$ cat config.mk
export PLATFORM = sky130hd
export DESIGN_NAME = serial_adder
export DESIGN_NICKNAME = d
export VERILOG_FILES = /design/src/rtl/adder_pkg.sv /design/src/rtl/Full_Adder.sv /design/src/rtl/serial_adder.sv
export SDC_FILE = /design/constraint.sdc
export NUM_CORES = 1
export LEC_CHECK = 0
export ABC_CLOCK_PERIOD_IN_PS = 1900
export CORE_ASPECT_RATIO = 2
export CORE_MARGIN = 8
export CORE_UTILIZATION = 51
export DETAILED_ROUTE_END_ITERATION = 6
export PLACE_DENSITY = 0.78
export SETUP_SLACK_MARGIN = 0.5
export SLEW_MARGIN = 20
export SYNTH_ARGS = -nofsm -noshare
export SYNTH_HDL_FRONTEND = slang
export SYNTH_HIERARCHICAL = 1
export SYNTH_SLANG_ARGS = --single-unit
$ cat constraint.sdc
create_clock -name CLK -period 1.9 [get_ports CLK]
set_input_delay 0.38 -clock CLK [delete_from_list [all_inputs] [get_ports CLK]]
set_output_delay 0.38 -clock CLK [all_outputs]
set_load 0.005 [all_outputs]
$ cat src/rtl/adder_pkg.sv
// Shared definitions for the bit-serial adder: FSM state encodings and default width.
package adder_pkg;

    typedef enum logic [1:0] {
        StIdle = 2'd0,
        StRun  = 2'd1,
        StDone = 2'd2
    } state_e;

    localparam int unsigned DefaultWidth = 8;

endpackage

$ cat src/rtl/Full_Adder.sv
// One-bit full adder used as the per-cycle arithmetic slice of the serial adder.
module Full_Adder (
    input  logic A,
    input  logic B,
    input  logic Cin,
    output logic S,
    output logic Cout
);

    // Sum and carry of a single bit position.
    always_comb begin
        S    = A ^ B ^ Cin;
        Cout = (A & B) | (Cin & (A ^ B));
    end

endmodule

$ cat src/rtl/serial_adder.sv
// Bit-serial adder: consumes one operand bit per cycle LSB-first and publishes
// the full sum and carry-out only when all WIDTH bits have been processed.
module serial_adder
    import adder_pkg::*;
#(
    parameter int unsigned WIDTH = DefaultWidth
) (
    input  logic             CLK,
    input  logic             RST,
    input  logic             Start,
    input  logic [WIDTH-1:0] A,
    input  logic [WIDTH-1:0] B,
    input  logic             Cin,
    output logic             Busy,
    output logic             Done,
    output logic [WIDTH-1:0] S,
    output logic             Cout
);

    localparam int unsigned CntW = $clog2(WIDTH + 1);
    // Counter value during the final RUN cycle.
    localparam logic [CntW-1:0] LastCnt = CntW'(WIDTH - 1);

    state_e           state_q, state_d;
    logic [WIDTH-1:0] a_q, a_d;
    logic [WIDTH-1:0] b_q, b_d;
    logic [WIDTH-1:0] res_q, res_d;
    logic [WIDTH-1:0] s_q, s_d;
    logic [CntW-1:0]  cnt_q, cnt_d;
    logic             carry_q, carry_d;
    logic             cout_q, cout_d;
    logic             busy_q, busy_d;
    logic             done_q, done_d;

    logic fa_sum;
    logic fa_cout;

    Full_Adder u_full_adder (
        .A    (a_q[0]),
        .B    (b_q[0]),
        .Cin  (carry_q),
        .S    (fa_sum),
        .Cout (fa_cout)
    );

    // Next-state: load on accepted Start, shift one bit per RUN cycle, publish on the last bit.
    always_comb begin
        state_d = state_q;
        a_d     = a_q;
        b_d     = b_q;
        res_d   = res_q;
        s_d     = s_q;
        cnt_d   = cnt_q;
        carry_d = carry_q;
        cout_d  = cout_q;

        unique case (state_q)
            StIdle, StDone: begin
                if (Start) begin
                    a_d     = A;
                    b_d     = B;
                    carry_d = Cin;
                    res_d   = '0;
                    cnt_d   = '0;
                    state_d = StRun;
                end else begin
                    state_d = StIdle;
                end
            end
            StRun: begin
                // Start is deliberately not looked at here.
                a_d     = a_q >> 1;
                b_d     = b_q >> 1;
                carry_d = fa_cout;
                res_d   = {fa_sum, res_q[WIDTH-1:1]};
                cnt_d   = cnt_q + CntW'(1);
                if (cnt_q == LastCnt) begin
                    s_d     = {fa_sum, res_q[WIDTH-1:1]};
                    cout_d  = fa_cout;
                    state_d = StDone;
                end
            end
            default: state_d = StIdle;
        endcase

        busy_d = (state_d == StRun);
        done_d = (state_d == StDone);
    end

    // State and datapath registers with asynchronous clear.
    always_ff @(posedge CLK or posedge RST) begin
        if (RST) begin
            state_q <= StIdle;
            a_q     <= '0;
            b_q     <= '0;
            res_q   <= '0;
            s_q     <= '0;
            cnt_q   <= '0;
            carry_q <= 1'b0;
            cout_q  <= 1'b0;
            busy_q  <= 1'b0;
            done_q  <= 1'b0;
        end else begin
            state_q <= state_d;
            a_q     <= a_d;
            b_q     <= b_d;
            res_q   <= res_d;
            s_q     <= s_d;
            cnt_q   <= cnt_d;
            carry_q <= carry_d;
            cout_q  <= cout_d;
            busy_q  <= busy_d;
            done_q  <= done_d;
        end
    end

    assign Busy = busy_q;
    assign Done = done_q;
    assign S    = s_q;
    assign Cout = cout_q;

endmodule

==> impl_metrics.json <==
{
  "status": "completed",
  "power_frac_seq": 0.441,
  "cts.sinks": 41,
  "hpwl_mm": 2.250,
  "portBuffers": 30,
  "core_area_um2": 3157,
  "slowest_delay_ns": 0.42,
  "n_antenna_cell": 0,
  "vias": 1170,
  "viasPerCell": 5.764,
  "htreeDepth": 2,
  "clkLatencyLatePin_ns": 0.29,
  "dp_cells": 190,
  "yosysWarnings": 6,
  "peakVddDrop_v": 0.001025,
  "setup_slack_ns": 0.5208,
  "whs_path_depth": 1,
  "die_y_um": 96.97,
  "synth.net_count": 156,
  "yosys_register_bits": 41,
  "drc": 0,
  "crit_chain": "ha_4, and4b_4, mux2_2",
  "p_clk_frac": 0.164,
  "cp_max_fo": 6,
  "ys_types": 24,
  "clk_pin_slew_worst_paths_ns": 0.07,
  "cts_hold_buffers": 0,
  "synth_area_um2": 1672,
  "p_sw_frac": 0.3383,
  "rows": 29,
  "synth_ff_type": "dfrtp_1",
  "placed_cell_area_um2": 1983,
  "clock.fmax_mhz": 725.0,
  "syn_inst": 134,
  "reg2reg_depth": 3,
  "stdcell_count": 203,
  "arrival_ns": 1.56,
  "p_switching_w": 0.001158,
  "dieArea_um2": 5477,
  "fin_crit_ns": 1.379,
  "die_w_um": 56.48,
  "p_leak_nw": 1.021,
  "wire_per_inst_um": 17.21,
  "slowest_stage": "dfrtp_1",
  "synth-edff-count": 0,
  "finalSetupViolCount": 0,
  "fin_area_um2": 2152,
  "setup-tns-final_ns": 0,
  "cts_buffers": 5,
  "critPathRequiredTime_ns": 2.08,
  "drtIter0Drc": 31,
  "final_util": 0.6817,
  "fin_skew_ns": 0.003273,
  "async_reset_ff_frac": 1.000,
  "ant_nets": 0,
  "drv_slew": 0,
  "seq_area_frac_synth": 0.6138,
  "dp_slack_ns": 0.06254,
  "internal-power_w": 0.002266,
  "clockBufferDepth": 2,
  "drt_pass1_iterations": 4,
  "io_pins": 31,
  "min_path_type": "reg -> reg",
  "min_period_over_period": 0.7259,
  "tritoncts": "built",
  "max_slew_margin": 0.6644,
  "grt.total_usage": 0.1308,
  "endpoint_kind": "flop",
  "rsz0062_at_grt": "true",
  "nNetsFinal": 194,
  "synth_area_per_cell_um2": 12.47,
  "start_util": 0.5295,
  "cp-start-kind": "flop",
  "grt_remaining_overflow": 0,
  "areaGrowthSynthToFinish_pct": 28.74,
  "grt_max_degree": 42,
  "crit_type": "reg -> reg",
  "worstMarginPinSlew_ns": 0.5033,
  "antenna_found_initial": 0,
  "first_global_vias": 1276,
  "finalHoldViolCount": 0,
  "drv_cap": 0,
  "cts_root_buf": "clkbuf_8",
  "power_frac_comb": 0.395,
  "drive_gt1_frac": 0.1802,
  "drt_wl_total_mm": 3.494,
  "gp_congestion": 0.7534,
  "grt_pass1_wl_mm": 5.789,
  "power.density_nw_per_um2": 1591
}
## cell families after synthesis
logic type      synth area share
simple gates             0.05614
compound gates            0.1714
mux                      0.07335
fa+ha+maj                0.01946
flops                     0.6138
buf+inv                  0.06586
## power by group through the flow
stage / Combinational (W) / Sequential (W) / Clock, W
final: 0.00135 / 0.00151 / 0.000562
after global routing: 0.00152 / 0.00156 / 0.000610
after CTS: 0.00127 / 0.00151 / 0.000570
after detailed placement: 0.00125 / 0.00151 / 0
after global placement: 0.00119 / 0.00149 / 0
after floorplan: 0.000859 / 0.00146 / 0
## worst max-delay path: cells and delay by family (launching register included)
| family | cells | cell delay (ns) |
|---|---|---|
| adder cells (fa/ha/maj) | 1 | 0.19 |
| flip-flops | 1 | 0.42 |
| multiplexers | 1 | 0.35 |
| AND/OR/NAND/NOR | 1 | 0.31 |
## layout make-up
| cell class | instances | area [um2] |
|---|---|---|
| multi-input combinational | 71 | 590.6 |
| timing repair buffer | 37 | 350.3 |
| clock buffer | 7 | 86.33 |
| inverter | 16 | 60.06 |
| fill | 249 | 1005 |
| sequential | 41 | 1026 |
| tap | 31 | 38.79 |
## sequential cells by signal (all words and copies together), names as in the netlist
signal	count
S	8
a_q	8
b_q	8
res_q	7
cnt_q	4
state_q	2
Busy	1
Cout	1
Done	1
carry_q	1
## through the flow
stage / hold slack (ns) / total power, W
finish: 0.4984 / 0.003425
global route: 0.5262 / 0.003689
CTS: 0.5025 / 0.003349
detailed placement: 0.4816 / 0.002754
global placement: 0.4769 / 0.002677
floorplan: 0.4603 / 0.002316
## final timing paths
kind / slack, ns / from / to
worst max-delay path: 0.52 / cnt_q[1]$_DFFE_PP0P_ / S[6]$_DFFE_PP0P_
worst min-delay path: 0.50 / res_q[1]$_DFFE_PP0P_ / res_q[1]$_DFFE_PP0P_
worst max register to register: 0.52 / cnt_q[1]$_DFFE_PP0P_ / S[6]$_DFFE_PP0P_
worst min register to register: 0.50 / res_q[1]$_DFFE_PP0P_ / res_q[1]$_DFFE_PP0P_
max in group asynchronous: 1.04 / RST / b_q[4]$_DFFE_PP0P_
min in group asynchronous: 0.51 / RST / Cout$_DFFE_PP0P_
## cell usage after synthesis (2+ instances only)
master,n,share of area
a22o_1,10,0.052
nand2_1,4,0.0090
inv_1,16,0.036
a22oi_1,15,0.067
buf_2,4,0.012
and4b_1,2,0.012
nand2b_1,2,0.0075
buf_4,2,0.0090
mux2_2,10,0.067
dfrtp_1,41,0.61
o21ai_0,15,0.045
## what timing repair did
action | in CTS | in global routing
resized for setup | 20 | 3
pin swaps | 1 | 3
gates cloned | 1 | 1
setup endpoints to repair | 47 | 26
buffers inserted | 0 | 4
## placed cells by master, fill, tap and decap left out, types with 2 or more instances in the layout
cell type	n
o21ai_0	15
mux2_2	9
nand2_1	4
dlygate4sd2_1	11
a22o_1	10
nand2b_1	2
dfrtp_1	41
a22oi_1	15
buf_4	5
inv_1	16
clkbuf_8	6
clkdlybuf4s50_1	19
## metal layers
metal  part of all wire  up-vias  track usage  wire, um
li1                   -      550            -         -
met1               0.39      591       0.1397      1379
met2               0.55       23       0.2190      1926
met3              0.033        6      0.03927       114
met4              0.021        0      0.07076        73
met5                  0        -            0         0
Note: power is estimated with default switching activity, not from simulation.
==> variant 1 (same settings) <==
Change the package constant `DefaultWidth` from 8 to 16.
--- a/src/rtl/adder_pkg.sv
+++ b/src/rtl/adder_pkg.sv
@@ -8,5 +8,5 @@
     } state_e;
 
-    localparam int unsigned DefaultWidth = 8;
+    localparam int unsigned DefaultWidth = 16;
 
 endpackage
Ports: changed (resized A, B and S); port bits go from 31 to 55. No check against the original RTL was run, so the function may have changed too.
==> variant 1 against the original RTL <==
- combinational power up 84%
- power up 100%
- highest routed layer unchanged
- area after synthesis rose by 84%
- design area up 91%
- via count increased by 90%
- wire length up 92%
- critical endpoint unchanged
- clock skew is essentially flat
- sequential cell count is 33 higher
- first-iteration DRC count increased to 5.6 times the old value
- sequential share of layout area fell by 2.6 points
- critical path depth up 3
- setup slack worse by 190 ps
- worst hold slack got worse by 2.6 ps
==> variant 1: results (changes against the original RTL) <==
- Status: finished clean
- Yosys cell types: 29 (+21%)
- Avg Cell Area, Syn: 12.4 um^2 (-0.35%)
- Area contributors post-synth: dfrtp_1 60%, a22oi_1 7.6%, nand3_1 5.2%
- Pwr dens: 1670 nW/um^2 (+4.9%)
- Setup WS pre-CTS: 141 ps (+78.3 ps)
- Adder-cell share of the synthesized area: 0.0147 (-0.00479)
- Clock net power: 1.68 mW (+200%)
- Worst VDD drop: 0.000982 V (-4.2%)
- Mapped Nets: 286 (+83%)
- Synth top cells by count: 74 x dfrtp_1, 32 x nand2_1, 32 x nand3_1, 31 x a22oi_1, 18 x a22o_1
- Slowest stage delay, CP: 380 ps (-40 ps)
- Leak: 1.99 nW (+95%)
- Worst Clk Skew: 3.05 ps (-0.225 ps)
- Comb_multi_in: 149 (+110%)
- PortBufs: 54 (+80%)
- Fin Hold WS: 496 ps (-2.55 ps)
- Worst-Margin Slew: 394 ps (-109 ps)
- Via density per instance: 5.85 (+1.4%)
- ClkCell Share: 0.0728 (+0.0327)
- CLK BUF: 14 (+7)
- Worst Reg-to-Reg Cells: 6 (+3)
- WL final: 6.70 mm (+92%)
- First-pass GRT wire length: 11.0 mm (+89%)
- Register area share after synthesis: 0.603 (-0.0107)
- Hold Crit Start: cnt_q[3]$_DFFE_PP0P_
- Non-CTS buffers: 74 (+100%)
- Vias: 2227 (+90%)
-- variant 1: cell count changes in the layout (fill, tap and decap cells not counted), moves of 6 or more --
cell             before  now
mux2_4                1   14
nand2_1               4   32
o21ai_0              15    3
inv_1                16    2
a22o_1               10   18
buf_4                 5   14
clkbuf_16             0    9
dlygate4sd2_1        11   18
a22oi_1              15   31
mux2_2                9    3
clkdlybuf4s50_1      19   35
dfrtp_1              41   74
nand3_1               0   32
-- variant 1: layer usage --
layer | global-route usage | vias to the layer above | routed length, um
li1 | - | 1022 | -
met5 | 0 | - | 0
met3 | 0.0604 | 13 | 439
met4 | 0.0977 | 0 | 163
met1 | 0.181 | 1131 | 2760
met2 | 0.232 | 61 | 3340
-- variant 1: what timing repair did --
action                                 CTS  global route
gates cloned                             1             0
setup endpoints to repair               43            35
endpoints found under the hold margin    0             0
setup buffers                            5             8
resized for setup                       29             7
pin swaps                                2             0
==> variant 2 (same settings) <==
Made on the original files. Register the inputs `Start`, `A`, `B` and `Cin` before use. The logic sees them one clock later. Comments in the files are not updated.
--- a/src/rtl/serial_adder.sv
+++ b/src/rtl/serial_adder.sv
@@ -21,4 +21,16 @@
     // Counter value during the final RUN cycle.
     localparam logic [CntW-1:0] LastCnt = CntW'(WIDTH - 1);
+
+    logic Start_q;
+    logic [WIDTH-1:0] A_q;
+    logic [WIDTH-1:0] B_q;
+    logic Cin_q;
+
+    always_ff @(posedge CLK) begin
+        Start_q <= Start;
+        A_q     <= A;
+        B_q     <= B;
+        Cin_q   <= Cin;
+    end
 
     state_e           state_q, state_d;
@@ -57,8 +69,8 @@
         unique case (state_q)
             StIdle, StDone: begin
-                if (Start) begin
-                    a_d     = A;
-                    b_d     = B;
-                    carry_d = Cin;
+                if (Start_q) begin
+                    a_d     = A_q;
+                    b_d     = B_q;
+                    carry_d = Cin_q;
                     res_d   = '0;
                     cnt_d   = '0;
Check against the original RTL: not equivalent (a bounded check fails within 4 cycles, from zero or initial values and one cycle with RST high).
==> variant 2 against the original RTL <==
- sequential cell count increased by 18
- sequential power increased by 25%
- synthesized cell count increased by 1.5%
- highest routed layer unchanged
- design area increased by 31%
- power increased by 45%
- setup slack got worse by 170 ps
- wire length increased by 19%
- global-route usage increased by 0.30 points
- clock skew increased by 8.8 ps
- area after synthesis increased by 21%
- worst hold slack got worse by 58 ps
==> variant 2: results (changes against the original RTL) <==
- Status: finished clean
- Yosys cell types: 21 (-13%)
- Layout cell share with drive strength beyond 1: 0.253 (+0.0724)
- Yosys warns: 6 (unchanged)
- Vias in the first global route: 1355 (+6.2%)
- Drt pass-1 iters: 4 (unchanged)
- DRT iter0 DRCs: 16 (-48%)
- Clock buffer depth: 2 (unchanged)
- Comb power frac: 0.328 (-0.067)
- Hold Crit Endpoint: a_q[7]$_DFFE_PP0P_
- Setup WS pre-CTS: 301 ps (+238 ps)
- FF-to-FF setup slack: 350 ps (-170 ps)
- Fillers: 274 (+10%)
- # nets final: 207 (+6.7%)
- Dpl cell area: 2380 um^2 (+20%)
- Critical path arrival: 1760 ps (+200 ps)
- Diode count: 0 (unchanged)
- Via density per instance: 5.34 (-7.3%)
- Post-DP HPWL: 2.40 mm (+6.5%)
- Initial antenna violation count: 0 (unchanged)
- Mapped Nets: 158 (+1.3%)
- Register area share after synthesis: 0.683 (+0.0693)
- WL final: 4.16 mm (+19%)
- Worst VDD drop: 0.00106 V (+3.2%)
- Worst Clk Skew: 12.1 ps (+8.80 ps)
- Worst Reg-to-Reg Cells: 5 (+2)
- Fin Hold WS: 440 ps (-58.1 ps)
- First-pass GRT wire length: 6.30 mm (+8.8%)
- Clock net power: 1.44 mW (+160%)
- Hold Crit Start: A_q[7]$_DFF_P_
- Asr flop ratio synth: 0.695 (-0.305)
- Pin count of the biggest net entering global routing: 42 (unchanged)
- GRT Total Usage: 0.134 (+0.00296)
- Clock root cell: clkbuf_8
- H-tree Lvls: 3 (+1)
- Synth top cells by count: 41 x dfrtp_1, 26 x a22o_1, 18 x dfxtp_1, 15 x a21o_1, 9 x mux2_1
- Worst slew margin: 0.667 (+0.00218)
- Insertion delay to the later sink of the worst-skew pair: 330 ps (+40 ps)
- Mapped Cells: 136 (+1.5%)
- WL/cell: 17.3 um (+0.24%)
- Hold Path Depth: 1 (unchanged)
- Num CTS Buffers: 9 (+4)
- Leak: 1.41 nW (+38%)
- CP max FO: 5 (-1)
- Area contributors post-synth: dfrtp_1 51%, dfxtp_1 18%, a22o_1 11%
- Type of the most critical hold path: register to register
- PortBufs: 30 (unchanged)
- Reg2Reg Launch Point: cnt_q[1]$_DFFE_PP0P_
- GPL Wtd Cong: 0.753 (about the same)
- Dpl cells: 213 (+12%)
- P_comb: 1.63 mW (+21%)
- Sw frac: 0.282 (-0.0566)
- Worst r2r dst: S[1]$_DFFE_PP0P_
- Clk pin slew, worst setup/hold paths: 70 ps (about the same)
- Max Cap Viol: 0 (unchanged)
## variant 2: what timing repair did
item	CTS	global route
endpoints found under the hold margin	0	0
pin swaps	3	4
resized for setup	25	13
endpoints found under the setup margin	25	37
cloned	1	1
setup buffers	7	3
## variant 2: how the worst max path moves through the flow
stage                    startpoint                to  slack, ps  cells after the start
6_report       cnt_q[1]$_DFFE_PP0P_  S[1]$_DFFE_PP0P_        350                      5
5_1_grt        cnt_q[0]$_DFFE_PP0P_  S[1]$_DFFE_PP0P_        310                      5
4_1_cts        cnt_q[0]$_DFFE_PP0P_  S[6]$_DFFE_PP0P_        380                      5
3_5_place_dp   state_q[1]$_DFF_PP0_  S[6]$_DFFE_PP0P_        300                      4
3_3_place_gp   state_q[1]$_DFF_PP0_  S[5]$_DFFE_PP0P_        340                      4
2_1_floorplan  cnt_q[0]$_DFFE_PP0P_  Cout$_DFFE_PP0P_        530                      5
## variant 2: cell families after synthesis
group	Yosys count	share of synthesized area
AO/OA/AOI/OAI	42	0.170
adder cells (fa/ha/maj)	2	0.0160
buffers and inverters	9	0.0253
flip-flops	59	0.683
multiplexers	12	0.0654
AND/OR/NAND/NOR	12	0.0401
## variant 2: cell type report
type	instances	area [um^2]	area share
Timing Repair Buffer	45	435	0.155
Clock inverter	4	95.1	0.0338
Sequential cell	59	1390	0.493
Inverter	1	3.75	0.00134
Clock buffer	12	165	0.0588
Tap cell	51	63.8	0.0227
Multi-Input combinational cell	69	661	0.235
## variant 2: layer usage
layer	routed length (um)	vias to the layer above	GRT usage
li1	-	592	-
met1	1630	651	0.141
met2	2270	35	0.217
met3	130	9	0.0426
met4	131	0	0.0857
met5	0	-	0
## variant 2: critical path, stage by stage (launching register included)
cell	delay (ps)
dfrtp_1	370
ha_2	210
nand2_4	70
nor3b_4	280
buf_6	190
mux2_4	310
